File: src/rtl/halt_dump_ctrl.sv
// Run-control and memory-dump unit: stops the core on a retired halt (or when the
// cycle budget runs out), then streams a window of data RAM out over valid/ready.
module halt_dump_ctrl #(
    parameter int unsigned         INSTR_W      = 32,
    parameter int unsigned         DATA_W       = 32,
    parameter int unsigned         ADDR_W       = 9,
    parameter int unsigned         BASE_ADDR    = 0,
    parameter int unsigned         DUMP_DEPTH   = 512,
    parameter logic [INSTR_W-1:0]  HALT_PATTERN = {INSTR_W{1'b1}},
    parameter int unsigned         TIMEOUT      = 65535,
    parameter int unsigned         CNT_W        = 32
) (
    input  logic                clk,
    input  logic                rst,
    input  logic                retire_valid,
    input  logic [INSTR_W-1:0]  retire_instr,
    output logic                stop,
    output logic                mem_rd_en,
    output logic [ADDR_W-1:0]   mem_rd_addr,
    input  logic [DATA_W-1:0]   mem_rd_data,
    output logic                dump_valid,
    input  logic                dump_ready,
    output logic [DATA_W-1:0]   dump_data,
    output logic [ADDR_W-1:0]   dump_addr,
    output logic                dump_last,
    output logic                done,
    output logic                timed_out,
    output logic [CNT_W-1:0]    cycle_count,
    output logic [CNT_W-1:0]    retired_count
);

    localparam logic [2:0] S_RUN  = 3'd0;
    localparam logic [2:0] S_RD   = 3'd1;
    localparam logic [2:0] S_CAP  = 3'd2;
    localparam logic [2:0] S_OUT  = 3'd3;
    localparam logic [2:0] S_DONE = 3'd4;

    localparam logic [ADDR_W-1:0] FIRST_ADDR = ADDR_W'(BASE_ADDR);
    localparam logic [ADDR_W-1:0] LAST_ADDR  = ADDR_W'(BASE_ADDR + DUMP_DEPTH - 1);
    localparam bit                TO_EN      = (TIMEOUT != 0);
    localparam logic [CNT_W-1:0]  TO_LAST    = TO_EN ? CNT_W'(TIMEOUT - 1) : '0;
    localparam logic [CNT_W-1:0]  CNT_MAX    = '1;

    logic [2:0]         state_q,  state_d;
    logic [ADDR_W-1:0]  ptr_q,    ptr_d;
    logic               stop_q,   stop_d;
    logic               rd_en_q,  rd_en_d;
    logic [ADDR_W-1:0]  rd_addr_q, rd_addr_d;
    logic               valid_q,  valid_d;
    logic [DATA_W-1:0]  data_q,   data_d;
    logic [ADDR_W-1:0]  addr_q,   addr_d;
    logic               last_q,   last_d;
    logic               done_q,   done_d;
    logic               to_q,     to_d;
    logic [CNT_W-1:0]   cyc_q,    cyc_d;
    logic [CNT_W-1:0]   ret_q,    ret_d;
    logic               halt_hit;

    // Next-state and registered-output computation.
    always_comb begin
        state_d   = state_q;
        ptr_d     = ptr_q;
        stop_d    = stop_q;
        rd_en_d   = 1'b0;
        rd_addr_d = rd_addr_q;
        valid_d   = valid_q;
        data_d    = data_q;
        addr_d    = addr_q;
        last_d    = last_q;
        done_d    = done_q;
        to_d      = to_q;
        cyc_d     = cyc_q;
        ret_d     = ret_q;
        halt_hit  = retire_valid && (retire_instr == HALT_PATTERN);

        case (state_q)
            S_RUN: begin
                if (cyc_q != CNT_MAX) cyc_d = cyc_q + CNT_W'(1);
                if (retire_valid && (ret_q != CNT_MAX)) ret_d = ret_q + CNT_W'(1);
                // Halt takes priority over a simultaneous timeout.
                if (halt_hit || (TO_EN && (cyc_q == TO_LAST))) begin
                    state_d   = S_RD;
                    stop_d    = 1'b1;
                    rd_en_d   = 1'b1;
                    rd_addr_d = ptr_q;
                    to_d      = !halt_hit;
                end
            end
            S_RD: begin
                state_d = S_CAP;
            end
            S_CAP: begin
                data_d  = mem_rd_data;
                addr_d  = ptr_q;
                last_d  = (ptr_q == LAST_ADDR);
                valid_d = 1'b1;
                state_d = S_OUT;
            end
            S_OUT: begin
                if (dump_ready) begin
                    valid_d = 1'b0;
                    if (last_q) begin
                        done_d  = 1'b1;
                        state_d = S_DONE;
                    end else begin
                        ptr_d     = ptr_q + ADDR_W'(1);
                        rd_en_d   = 1'b1;
                        rd_addr_d = ptr_q + ADDR_W'(1);
                        state_d   = S_RD;
                    end
                end
            end
            S_DONE: begin
                state_d = S_DONE;
            end
            default: begin
                state_d = S_RUN;
            end
        endcase
    end

    // State and output registers with synchronous active-low reset.
    always_ff @(posedge clk) begin
        if (!rst) begin
            state_q   <= S_RUN;
            ptr_q     <= FIRST_ADDR;
            stop_q    <= 1'b0;
            rd_en_q   <= 1'b0;
            rd_addr_q <= '0;
            valid_q   <= 1'b0;
            data_q    <= '0;
            addr_q    <= '0;
            last_q    <= 1'b0;
            done_q    <= 1'b0;
            to_q      <= 1'b0;
            cyc_q     <= '0;
            ret_q     <= '0;
        end else begin
            state_q   <= state_d;
            ptr_q     <= ptr_d;
            stop_q    <= stop_d;
            rd_en_q   <= rd_en_d;
            rd_addr_q <= rd_addr_d;
            valid_q   <= valid_d;
            data_q    <= data_d;
            addr_q    <= addr_d;
            last_q    <= last_d;
            done_q    <= done_d;
            to_q      <= to_d;
            cyc_q     <= cyc_d;
            ret_q     <= ret_d;
        end
    end

    assign stop          = stop_q;
    assign mem_rd_en     = rd_en_q;
    assign mem_rd_addr   = rd_addr_q;
    assign dump_valid    = valid_q;
    assign dump_data     = data_q;
    assign dump_addr     = addr_q;
    assign dump_last     = last_q;
    assign done          = done_q;
    assign timed_out     = to_q;
    assign cycle_count   = cyc_q;
    assign retired_count = ret_q;

endmodule
File: config.mk
export PLATFORM = sky130hd
export DESIGN_NAME = halt_dump_ctrl
export DESIGN_NICKNAME = d
export VERILOG_FILES = /design/src/rtl/halt_dump_ctrl.sv
export SDC_FILE = /design/constraint.sdc
export NUM_CORES = 1
export LEC_CHECK = 0
export CAP_MARGIN = 5
export CORE_ASPECT_RATIO = 2
export CORE_MARGIN = 2
export CORE_UTILIZATION = 43
export CTS_BUF_LIST = sky130_fd_sc_hd__clkbuf_4 sky130_fd_sc_hd__clkbuf_8 sky130_fd_sc_hd__clkbuf_16
export CTS_CLUSTER_DIAMETER = 100
export DETAILED_ROUTE_END_ITERATION = 16
export PLACE_DENSITY = 0.77
export SYNTH_ARGS = -nofsm -noshare
export SYNTH_HDL_FRONTEND = slang
export SYNTH_SLANG_ARGS = --single-unit
File: constraint.sdc
create_clock -name clk -period 2.48 [get_ports clk]
set_clock_uncertainty 0.1 [all_clocks]
set_input_delay 0.496 -clock clk [delete_from_list [all_inputs] [get_ports clk]]
set_output_delay 0.496 -clock clk [all_outputs]
set_load 0.02 [all_outputs]
# ---- After elaboration in Yosys (flattened, before gate mapping)
# Index checks and enable logic that the tools add are counted.
dict set report word_totals {
  regBits 132
  input_bits 68
  output_inout_bits 120
  word_cells 58
}
dict set report classes {
  addsub 3
  eq_ne 12
  mux 14
  n_bitwise 1
  reduce_logical 15
}
# cell count
set op_table {}
lappend op_table {{adder 32 x 1 -> 32 bit, second input constant} 2}
lappend op_table {{inequality test 32 bit, second input constant} 2}
lappend op_table {{== test 32 x 16 -> 1 bit, second input constant} 1}
lappend op_table {{== test 32 bit, second input constant} 1}
lappend op_table {{2-to-1 mux 9 bit} 3}
lappend op_table {{case mux 9 bit (2 select lines)} 1}
lappend op_table {{case mux 3 bit (5 select lines)} 1}
lappend op_table {{AND reduction 2 bit} 5}
lappend op_table {{adder 9 x 1 -> 9 bit, second input constant} 1}
lappend op_table {{== test 9 bit, second input constant} 1}
lappend op_table {{2-to-1 mux 3 bit} 3}
lappend op_table {{== test 3 x 2 -> 1 bit, second input constant} 2}
lappend op_table {{inequality test 2 bit, second input constant} 3}
lappend op_table {{AND reduction 3 bit} 2}
lappend op_table {{2-to-1 mux 1 bit} 4}
lappend op_table {{case mux 1 bit (2 select lines)} 2}
lappend op_table {{AND reduction 4 bit} 1}
lappend op_table {{nonzero test 2 bit} 2}
lappend op_table {{== test 3 x 1 -> 1 bit, second input constant} 1}
lappend op_table {{== test 3 bit, second input constant} 1}
lappend op_table {{logical NOT 3 bit} 1}
lappend op_table {{logical AND 1 bit} 2}
lappend op_table {{logical NOT 1 bit} 1}
lappend op_table {{logical OR 1 bit} 1}
lappend op_table {{NOT 1 bit} 1}

# ---- Longest topological paths before layout
dict set report depth {
  depth_word 5
  depth_mapped 8
  mapped_depth_nobuf 7
}

# ---- Least setup slack after synthesis
# Ideal clock, no wire load.
dict set report synth_path {
  kind {flip-flop to flip-flop}
  startpoint {reg cyc_q[13], in the netlist cycle_count[13]}
  endpoint {reg rd_addr_q[3], in the netlist mem_rd_addr[3]}
  setup_ps 121
  t_arrival_ps 2451
  required_time_ps 2259
  setup_slack_ps -192
  stages_incl_launch_ff 8
  n_path_buf 2
  period_less_slack_ps 2672
  cell_sequence {dfxtp_1 > nand4_1 > or4b_2 > or4_1 > clkbuf_1 > a31o_2 > buf_2 > mux2i_1}
}
dict set report synth_between {
  elab_chain_len 4
}
# element line
set synth_rtl {}
lappend synth_rtl {{from (decl)} 55} ;# logic [CNT_W-1:0] cyc_q, cyc_d;
lappend synth_rtl {{from (signal assigned)} 150} ;# cyc_q <= cyc_d;
lappend synth_rtl {{== test 32 x 16 -> 1 bit} 81} ;# if (halt_hit || (TO_EN && (cyc_q == TO_LAST))) begin
lappend synth_rtl {{logical OR 1 bit} 81}
lappend synth_rtl {{inequality test 2 bit (no line)} -}
lappend synth_rtl {{AND reduction 4 bit (no line)} -}
lappend synth_rtl {{to (signal assigned)} 143} ;# rd_addr_q <= rd_addr_d;
lappend synth_rtl {{to (decl)} 48} ;# logic [ADDR_W-1:0] rd_addr_q, rd_addr_d;
# No other way between the ends.
# A chain may end at the register's enable or synchronous reset.

# ---- Worst setup path in the final report
dict set report layout_path {
  startpoint {reg cyc_q[12], in the netlist cycle_count[12]}
  endpoint {reg rd_addr_q[6], in the netlist mem_rd_addr[6]}
}
# Same word-level chain as after synthesis.

==> impl_metrics.py <==
metrics = {
    "status": {
        "outcome": "complete, no violations",
    },
    "logic_synthesis": {
        "synthesis.area_mm2": 0.00619,
        "ys_seq_elements": 132,
        "syn_inst": 774,
        "synthTopCellsByArea": "dfxtp_1 43%, nand2_1 9.0%, a21oi_1 6.8%, or4_1 3.4%, nand4_1 3.3%",
        "synth_edf_count": 0,
        "ys_types": 48,
        "synth_commonest_cells": "148 x nand2_1, 132 x dfxtp_1, 84 x a21oi_1",
        "synth_warnings": 0,
        "yosysSeqAreaShare": 0.427,
        "synth_flop_cell": "dfxtp_1",
        "synth.avg_cell_area_um2": 8.00,
        "post-synth-top-area-cell": "dfxtp_1",
        "syn_nets": 847,
        "yosysTopAreaCellShare": 0.427,
        "yosysMostFrequentCell": "nand2_1",
        "synth-async-reset-ratio": 0,
    },
    "cells_and_area": {
        "antenna_cells": 0,
        "layout.nets": 1058,
        "multiInputGateArea_mm2": 0.00332,
        "num-fill-cells": 1190,
        "register_area_mm2": 0.00266,
        "drive_gt1_frac": 0.111,
        "syn2layout_area_growth_pct": 48.3,
    },
    "clock_tree": {
        "hold_buffers": 0,
        "path_clk_slew_ns": 0.06,
        "clockBufferDepth": 2,
        "cts-root-buf": "clkbuf_16",
        "numCtsBuffers": 17,
        "cts_sinks": 132,
        "clock_insertion_delay_worst_skew_ns": 0.42,
        "htree_levels": 4,
        "cts_tree": "yes",
    },
    "route": {
        "drc": 0,
        "vias": 6632,
        "detail-route-antenna-nets": 0,
        "drt_pass1_iterations": 5,
        "via_per_inst": 5.57,
        "drt-initial-drc-count": 380,
        "wl_per_cell_um": 15.3,
        "routed_wl_um": 18200,
    },
    "pwr": {
        "p_per_area_mw_per_mm2": 579,
        "ir_worst_vdd_mv": 0.606,
        "p_total_mw": 5.32,
        "leakagePower_nw": 3.12,
    },
    "hold_path": {
        "hold_path.class": "input port to flip-flop",
        "holdCritStartpoint": "rst",
        "min_path_cells": 3,
        "hold_end": "retired_count[16]",
    },
    "global_routing": {
        "grt_pass1_wl_um": 29400,
        "overflow": 0,
        "grtUsageTotal": 0.237,
        "antenna_found_initial": 0,
        "grt_pass1_vias": 6203,
        "grt_max_degree": 53,
    },
    "placed_design": {
        "post-place-ws_ns": -0.476,
        "hpwl_um": 13000,
        "portBuffers": 187,
        "gp_congestion": 0.975,
    },
    "setup_path": {
        "critical_path_class": "flip-flop to flip-flop",
        "path_buf_inv": 0,
        "endpoint_kind": "flip-flop",
        "path_cells": "nand4_1, or4b_4, or4_1, a31o_2, mux2i_1",
        "r2r_slack_ns": 0.08,
        "worstReg2RegStart": "cycle_count[12]",
        "r2r_cells": 5,
        "cp_top_family": "simple AND/OR/NAND/NOR gates",
        "arrival_ns": 2.60,
        "start_kind": "flip-flop",
        "critPathRequiredTime_ns": 2.68,
        "cpPeakStageDelay_ns": 0.60,
        "timing.rr.end": "mem_rd_addr[6]",
        "worst-path-max-fanout": 7,
        "slowest_stage": "or4_1",
    },
    "sta": {
        "worst_pin_slew_ns": 0.574,
        "relSlewSlack": 0.617,
        "timing.hold.ws_ns": 0.324,
        "setup_slack_ns": 0.0780,
        "finalCritPeriodShare": 0.969,
        "finalHoldViolations": 0,
        "rsz0062_at_grt": "false",
        "setup_viol": 0,
        "fin_crit_ns": 2.40,
        "finalMaxSlewViolations": 0,
        "max_clock_freq_mhz": 416,
    },
    "floorplanning": {
        "fp.dieW_um": 88.8,
        "coreArea_mm2": 0.0142,
        "design.portCount": 188,
        "row_count": 62,
        "die_area_mm2": 0.0154,
        "start_util": 0.436,
        "fp.dieH_um": 174,
    },
    "run": {
        "drv_cap": 0,
    },
}
-- where the power goes --
part / switching (mW) / internal (mW) / leakage [nW]
registers: 0.0430 / 2.17 / 1.07
logic: 0.295 / 0.276 / 1.77
clock network: 1.02 / 1.51 / 0.289
total: 1.36 / 3.95 / 3.12
-- registers in the layout, summed over array words and instances (netlist names), 3 cells and up --
name,cells
ptr_q,9
mem_rd_addr,9
retired_count,32
cycle_count,32
dump_data,32
state_q,3
dump_addr,9
-- worst max-delay path by stage --
stage                          from           endpoint  slack (ns)  cells after the start
floorplan              retire_valid  retired_count[31]       -0.07                      7
global route         cycle_count[0]         state_q[0]       0.003                      6
finish              cycle_count[12]     mem_rd_addr[6]        0.08                      5
CTS                    retire_valid  retired_count[14]       0.006                      6
global placement       retire_valid  retired_count[31]       -0.47                      6
detailed placement     retire_valid  retired_count[31]       -0.48                      6
-- through the flow --
| step | instance area, µm² | std cells | TNS, ns | utilization |
|---|---|---|---|---|
| finish | 9180 | 1190 | 0 | 0.647 |
| global route | 9180 | 1190 | 0 | 0.647 |
| CTS | 9140 | 1187 | 0 | 0.644 |
| detailed placement | 8540 | 1155 | -8.98 | 0.602 |
| global placement | 8540 | 1155 | -8.37 | 0.602 |
| floorplan | 6240 | 774 | -0.187 | - |
-- worst reg2reg max path, delay by kind of cell (launching register included) --
kind / cells / cell delay, ns
DFF: 1 / 0.38
AOI/OAI and AO/OA: 1 / 0.37
and+or+nand+nor: 3 / 1.30
muxes: 1 / 0.14
-- final cells by class --
type                       instances  share of cell area
multi-input combinational        575               0.362
tap                              192              0.0262
sequential                       132               0.290
clock buffer                      17              0.0463
clock inverter                    15              0.0184
timing repair buffer             243               0.251
inverter                          16             0.00668
-- cell usage in the layout, fill, tap and decap left out, types with 7 or more instances in the layout --
cell type,n
a21oi_1,84
a31oi_1,7
and3_1,7
and4_1,7
buf_4,55
clkbuf_16,17
clkdlybuf4s50_1,185
dfxtp_1,127
inv_1,15
mux2i_1,18
nand2_1,148
nand2b_1,9
nand3_1,35
nand4_1,33
nor2_1,40
nor3_1,13
nor4_1,29
o21ai_0,12
o31ai_1,23
or3_1,13
or4_1,26
xnor2_1,14
xor2_1,9
-- kinds of logic after synthesis --
logic type / share of synthesized area
fa+ha+maj: 0.0101
buf+inv: 0.0441
compound gates: 0.142
simple gates: 0.315
xor+xnor: 0.0325
mux: 0.0291
flops: 0.427
-- layer usage --
metal	track usage	part of all wire	routed length, µm	vias to the layer above
met3	0.0548	0.073	1330	27
met5	0	0	0	-
li1	-	-	-	3228
met2	0.383	0.50	9120	272
met4	0.0966	0.023	421	0
met1	0.297	0.40	7330	3105
-- repair_timing --
action / 4_1_cts / 5_1_grt
setup buffers: 0 / 3
gates cloned: 0 / 0
endpoints found under the setup margin: 4 / 17
pin swaps: 1 / 4
resized for setup: 0 / 4
(Power assumes the default switching activity.)
